`config.mk`:
```
export PLATFORM = sky130hd
export DESIGN_NAME = vend_sequencer
export DESIGN_NICKNAME = d
export VERILOG_FILES = /design/src/rtl/vend_pkg.sv /design/src/rtl/vend_credit.sv /design/src/rtl/vend_sequencer.sv
export SDC_FILE = /design/constraint.sdc
export NUM_CORES = 1
export LEC_CHECK = 0
export CAP_MARGIN = 40
export CORE_UTILIZATION = 35
export DETAILED_ROUTE_END_ITERATION = 7
export SLEW_MARGIN = 20
export SYNTH_ARGS = -nofsm -noshare
export SYNTH_HDL_FRONTEND = slang
export SYNTH_HIERARCHICAL = 1
export SYNTH_SLANG_ARGS = --single-unit
```
`constraint.sdc`:
```
create_clock -name clk -period 3.74 [get_ports clk]
set_input_delay 0.561 -clock clk [delete_from_list [all_inputs] [get_ports clk]]
set_output_delay 0.561 -clock clk [all_outputs]
set_load 0.05 [all_outputs]
```
`src/rtl/vend_pkg.sv`:
```
// Shared types and constants for the vending sequencer: state encoding,
// coin codes, credit sizing and the product price table.
package vend_pkg;

  localparam int CREDIT_W = 5;
  localparam logic [CREDIT_W-1:0] CREDIT_MAX = 5'd31;

  typedef enum logic [1:0] {
    ST_IDLE     = 2'd0,
    ST_DISPENSE = 2'd1,
    ST_CHANGE   = 2'd2
  } state_e;

  typedef enum logic [1:0] {
    COIN_NONE    = 2'b00,
    COIN_NICKEL  = 2'b01,
    COIN_DIME    = 2'b10,
    COIN_QUARTER = 2'b11
  } coin_e;

  localparam logic [CREDIT_W-1:0] VAL_NICKEL  = 5'd1;
  localparam logic [CREDIT_W-1:0] VAL_DIME    = 5'd2;
  localparam logic [CREDIT_W-1:0] VAL_QUARTER = 5'd5;

  localparam logic [CREDIT_W-1:0] PRICE_P0 = 5'd4;
  localparam logic [CREDIT_W-1:0] PRICE_P1 = 5'd5;
  localparam logic [CREDIT_W-1:0] PRICE_P2 = 5'd7;
  localparam logic [CREDIT_W-1:0] PRICE_P3 = 5'd10;

  function automatic logic [CREDIT_W-1:0] coin_value(input logic [1:0] code);
    logic [CREDIT_W-1:0] val;
    case (code)
      COIN_NICKEL:  val = VAL_NICKEL;
      COIN_DIME:    val = VAL_DIME;
      COIN_QUARTER: val = VAL_QUARTER;
      default:      val = 5'd0;
    endcase
    return val;
  endfunction

  function automatic logic [CREDIT_W-1:0] price_of(input logic [1:0] id);
    logic [CREDIT_W-1:0] p;
    case (id)
      2'd0:    p = PRICE_P0;
      2'd1:    p = PRICE_P1;
      2'd2:    p = PRICE_P2;
      2'd3:    p = PRICE_P3;
      default: p = PRICE_P3;
    endcase
    return p;
  endfunction

endpackage

```
`src/rtl/vend_credit.sv`:
```
// Credit register in nickel units with coin add, price/change subtract and
// the overflow check that decides whether an inserted coin can be kept.
module vend_credit
  import vend_pkg::*;
(
  input  logic                clk,
  input  logic                rst,
  input  logic [1:0]          coin_i,
  input  logic                add_en_i,
  input  logic                sub_en_i,
  input  logic [CREDIT_W-1:0] sub_amt_i,
  output logic [CREDIT_W-1:0] credit_o,
  output logic [CREDIT_W-1:0] credit_next_o,
  output logic                coin_fits_o
);

  logic [CREDIT_W-1:0] credit_q;
  logic [CREDIT_W-1:0] credit_d;
  logic [CREDIT_W:0]   sum_s;

  // One extra bit on the sum so a wrap past 31 is seen as an overflow
  always_comb begin
    sum_s       = {1'b0, credit_q} + {1'b0, coin_value(coin_i)};
    coin_fits_o = (sum_s <= {1'b0, CREDIT_MAX});
    credit_d    = credit_q;
    if (sub_en_i) begin
      credit_d = credit_q - sub_amt_i;
    end else if (add_en_i && coin_fits_o) begin
      credit_d = sum_s[CREDIT_W-1:0];
    end else begin
      credit_d = credit_q;
    end
  end

  // Credit register
  always_ff @(posedge clk) begin
    if (rst) begin
      credit_q <= {CREDIT_W{1'b0}};
    end else begin
      credit_q <= credit_d;
    end
  end

  assign credit_o      = credit_q;
  assign credit_next_o = credit_d;

endmodule

```
`src/rtl/vend_sequencer.sv`:
```
// Vending sequencer: accepts coins, sells products, pays change one coin at a
// time over level handshakes. All outputs come straight from flops.
module vend_sequencer
  import vend_pkg::*;
(
  input  logic                clk,
  input  logic                rst,
  input  logic [1:0]          coin,
  input  logic                sel_vld,
  input  logic [1:0]          sel,
  input  logic                cancel,
  input  logic                disp_ack,
  input  logic                chg_ack,
  output logic                disp_req,
  output logic [1:0]          disp_id,
  output logic                chg_req,
  output logic                chg_dime,
  output logic                coin_rej,
  output logic [CREDIT_W-1:0] credit,
  output logic                busy
);

  state_e state_q, state_d;
  logic [1:0] disp_id_q, disp_id_d;
  logic disp_req_q, disp_req_d;
  logic chg_req_q, chg_req_d;
  logic chg_dime_q, chg_dime_d;
  logic coin_rej_q, coin_rej_d;
  logic busy_q, busy_d;

  logic                add_en_s;
  logic                sub_en_s;
  logic [CREDIT_W-1:0] sub_amt_s;
  logic [CREDIT_W-1:0] credit_s;
  logic [CREDIT_W-1:0] credit_next_s;
  logic                coin_fits_s;
  logic                coin_nz_s;
  logic [CREDIT_W-1:0] price_s;
  logic [CREDIT_W-1:0] chg_amt_s;

  vend_credit u_credit (
    .clk           (clk),
    .rst           (rst),
    .coin_i        (coin),
    .add_en_i      (add_en_s),
    .sub_en_i      (sub_en_s),
    .sub_amt_i     (sub_amt_s),
    .credit_o      (credit_s),
    .credit_next_o (credit_next_s),
    .coin_fits_o   (coin_fits_s)
  );

  assign coin_nz_s = (coin != COIN_NONE);
  assign price_s   = price_of(sel);
  assign chg_amt_s = (credit_s >= VAL_DIME) ? VAL_DIME : VAL_NICKEL;

  // Next state and credit control; in IDLE cancel beats sel_vld beats coin
  always_comb begin
    state_d    = state_q;
    disp_id_d  = disp_id_q;
    add_en_s   = 1'b0;
    sub_en_s   = 1'b0;
    sub_amt_s  = {CREDIT_W{1'b0}};
    coin_rej_d = 1'b0;
    case (state_q)
      ST_IDLE: begin
        if (cancel && (credit_s != {CREDIT_W{1'b0}})) begin
          state_d    = ST_CHANGE;
          coin_rej_d = coin_nz_s;
        end else if (sel_vld && (credit_s >= price_s)) begin
          state_d    = ST_DISPENSE;
          disp_id_d  = sel;
          sub_en_s   = 1'b1;
          sub_amt_s  = price_s;
          coin_rej_d = coin_nz_s;
        end else begin
          add_en_s   = coin_nz_s;
          coin_rej_d = coin_nz_s && !coin_fits_s;
        end
      end
      ST_DISPENSE: begin
        coin_rej_d = coin_nz_s;
        if (disp_ack) begin
          state_d = (credit_s != {CREDIT_W{1'b0}}) ? ST_CHANGE : ST_IDLE;
        end else begin
          state_d = ST_DISPENSE;
        end
      end
      ST_CHANGE: begin
        coin_rej_d = coin_nz_s;
        if (chg_ack) begin
          sub_en_s  = 1'b1;
          sub_amt_s = chg_amt_s;
          state_d   = (credit_s == chg_amt_s) ? ST_IDLE : ST_CHANGE;
        end else begin
          state_d = ST_CHANGE;
        end
      end
      default: begin
        state_d = ST_IDLE;
      end
    endcase
  end

  // Output decode from next state so every output is a flop
  always_comb begin
    disp_req_d = (state_d == ST_DISPENSE);
    chg_req_d  = (state_d == ST_CHANGE) && (credit_next_s != {CREDIT_W{1'b0}});
    chg_dime_d = chg_req_d && (credit_next_s >= VAL_DIME);
    busy_d     = (state_d != ST_IDLE);
  end

  // State and output registers
  always_ff @(posedge clk) begin
    if (rst) begin
      state_q    <= ST_IDLE;
      disp_id_q  <= 2'd0;
      disp_req_q <= 1'b0;
      chg_req_q  <= 1'b0;
      chg_dime_q <= 1'b0;
      coin_rej_q <= 1'b0;
      busy_q     <= 1'b0;
    end else begin
      state_q    <= state_d;
      disp_id_q  <= disp_id_d;
      disp_req_q <= disp_req_d;
      chg_req_q  <= chg_req_d;
      chg_dime_q <= chg_dime_d;
      coin_rej_q <= coin_rej_d;
      busy_q     <= busy_d;
    end
  end

  assign disp_req = disp_req_q;
  assign disp_id  = disp_id_q;
  assign chg_req  = chg_req_q;
  assign chg_dime = chg_dime_q;
  assign coin_rej = coin_rej_q;
  assign credit   = credit_s;
  assign busy     = busy_q;

endmodule

```
==> impl_metrics.ini <==
[sta]
hold_viol = 0
tns_ps = 0
tightest_slew_ps = 600.6
setup-violations-final = 0
finClkSkew_ps = 0.9173
relSlewSlack = 0.5996
final_max_slew_viol_count = 0
min_period_over_period = 0.9743
clock.fmax_mhz = 274.4
rsz0062_at_grt = yes
finalCriticalPeriod_ps = 3644
fin_ws_ps = 96.05

[synth]
synth_fa_ha_area_frac = 0.1922
synth_ff_type = dfxtp_1
synth_compound_area_frac = 0.1941
synth.avg_cell_area_um2 = 8.323
yosys.area_share.simple = 0.3064
seq_area_frac_synth = 0.2131
synth-xor-area-share = 0.01332
synthArstFlopShare = 0
synth_top_family_by_area = simple AND/OR/NAND/NOR gates
synth_warnings = 6
synth_cells = 158
synthDistinctLibCells = 51
synth_edf_count = 0
synth.mux.area_fraction = 0.01522
ys_ff_latch = 14
synth.cell_area_um2 = 1315

[pwr]
power_leakage_nw = 0.8723
peakVddDrop_mv = 0.4359
power.total_mw = 2.083
pwr_density_cell_nw_per_um2 = 1030

[floorplanning]
die_x_um = 63.30
start_util = 0.3791
num_io_pins = 22
fp.dieH_um = 63.30
core_um2 = 3468
num_rows = 21
die-area_um2 = 4006

[setup_path]
critPathMaxStageDelay_ps = 550
r2r-start = u_credit/credit_o[2]
r2r_setup_slack_ps = 240
rr_worst_depth = 15
slowest_stage = or4_4
path_class = input pin to flop
endpoint_kind = flop
path_delay_family = simple AND/OR/NAND/NOR gates
worstReg2RegEnd = chg_req
path_cells = buf_8, inv_4, ha_4, inv_2, ha_4, nor2b_1, o21ai_1, and3_1, nand2_2, buf_4, o22ai_2, inv_1, ha_1, nand2_1, o21ai_1, mux2i_1, nor3b_1, or4_4, nor2_2, nor4_1
start_kind = input pin
worstPathRequired_ps = 3850
path_buf_inv = 5
crit_fanout = 4
crit_arrival_ps = 3750

[cells_and_area]
drive_above_1_share = 0.3458
nFillCells = 330
layout_commonest_cell = buf_4
antenna_cells = 0
multi_input_area_um2 = 1106
layoutNonFillerInstCount = 260
fin_nets = 244
final_cell_mix = 31 x buf_4, 19 x clkdlybuf4s50_1, 14 x dfxtp_1
syn_to_final_growth_pct = 53.76
layout.area.seq_um2 = 280.3

[clock_network]
clk_pin_slew_worst_paths_ps = 60
htreeDepth = 1
cts_root_buf = clkbuf_8
clk_latency_ps = 250
cts_tree = done
cts_buffers = 3
clk_path_buf_depth = 2
clock-sinks = 14

[drt]
post-route-drc-count = 0
firstDrtPassIters = 4
wire_per_inst_um = 13.93
via_count = 1347
wirelength_mm = 3.621
ant_nets = 0
drtIter0Drc = 55
vias_per_cell = 5.181

[worst_hold_path]
hold_path.class = flop to flop
hold-path-cell-count = 2
hold_start = disp_id[1]
hold_path_end = disp_id[1]

[global_routing]
grt_pass1_vias = 1341
grt_use_total = 0.1905
grt_max_degree = 14
grt_pass1_wl_mm = 5.934
grt-ovfl-total = 0
antenna_found_initial = 0

[place]
gp_congestion = 0.8649
portBuffers = 21
dp_cells = 248
place_ws_ps = -734.8
dp_hpwl_mm = 2.856

[job]
drv_cap = 0

[outcome]
outcome = finished, final reports clean
[timing repair]
action | in CTS | in global routing
gates resized for setup | 16 | 24
buffers inserted | 1 | 7
hold buffers | 0 | 0
setup endpoints to repair | 2 | 2
pin swaps | 6 | 16
endpoints found under the hold margin | 0 | 0
[layer usage]
metal / global-route usage / up-vias / part of all wire
li1: - / 680 / -
met1: 0.2363 / 632 / 0.48
met2: 0.3293 / 29 / 0.47
met3: 0.03986 / 6 / 0.033
met4: 0.05398 / 0 / 0.012
met5: 0 / - / 0
[report_power, final]
| part | switching, mW | internal (mW) |
|---|---|---|
| sequential | 0.0426 | 0.205 |
| combinational | 0.851 | 0.834 |
| clock | 0.0572 | 0.0934 |
[synth_stat cells, types with 2 or more instances]
master / instances / area [µm²]
nor4b_1: 2 / 17.52
nor2_1: 13 / 48.80
nor3b_1: 2 / 15.01
buf_4: 2 / 15.01
nor2b_1: 6 / 37.54
nand4b_1: 3 / 26.28
ha_1: 17 / 212.7
xnor2_1: 2 / 17.52
a22o_1: 2 / 17.52
mux2i_1: 2 / 20.02
a21oi_1: 5 / 25.02
and2_1: 2 / 12.51
nand3b_1: 2 / 15.01
nand2b_1: 5 / 31.28
nor3_1: 3 / 15.01
o22ai_1: 3 / 18.77
dfxtp_1: 14 / 280.3
nand2_1: 9 / 33.78
o21ai_0: 5 / 25.02
a21o_1: 2 / 15.01
nand3_1: 7 / 35.03
nor4_1: 5 / 31.28
fa_1: 2 / 40.04
inv_1: 16 / 60.06
[per-stage QoR]
stage               cell area [µm²]  hold WS (ps)  utilization
global route                   2022         499.4       0.5830
detailed placement             1777         490.3       0.5123
floorplan                      1351         595.2            -
CTS                            1867         498.6       0.5382
finish                         2022         490.7       0.5830
global placement               1777         463.9       0.5123
[worst register-to-register path: stages, from the launching register on]
cell     delay, ps
dfxtp_1        370
or4_4          520
o21ai_2        170
and2_2         200
nand2_2         90
buf_4          150
o22ai_2        180
inv_1           80
ha_1           280
nand2_1         40
o21ai_1        150
mux2i_1        310
nor3b_1        110
or4_4          550
nor2_2         120
nor4_1          50
[sequential cells by signal, summed over array words and instances (netlist names)]
signal and flops:
busy 1, state_q 2, chg_dime 1, disp_id 2, disp_req 1, u_credit/credit_o 5, coin_rej 1, chg_req 1
[worst max-delay path by stage]
stage / from / endpoint / cells after the start / slack [ps]
4_1_cts: sel[0] / chg_dime / 18 / 20
3_3_place_gp: sel[0] / chg_dime / 19 / -660
6_report: sel[0] / chg_req / 20 / 100
2_1_floorplan: sel[0] / chg_dime / 17 / 40
5_1_grt: sel[0] / chg_req / 18 / -70
3_5_place_dp: sel[0] / chg_dime / 18 / -730
[cell type report]
class / count / share of cell area
Timing Repair Buffer: 53 / 0.2277
Multi-Input combinational cell: 127 / 0.5470
Inverter: 16 / 0.03094
Sequential cell: 14 / 0.1386
Clock buffer: 4 / 0.02723
Tap cell: 46 / 0.02847
[cell families (layout without fill, tap and decap cells)]
family,Yosys count,after routing
other cells,1,4
xor+xnor,2,2
simple gates,68,68
compound gates,32,32
mux,2,2
flops,14,14
fa+ha+maj,19,19
buf+inv,20,73
(Power assumes the default switching activity.)
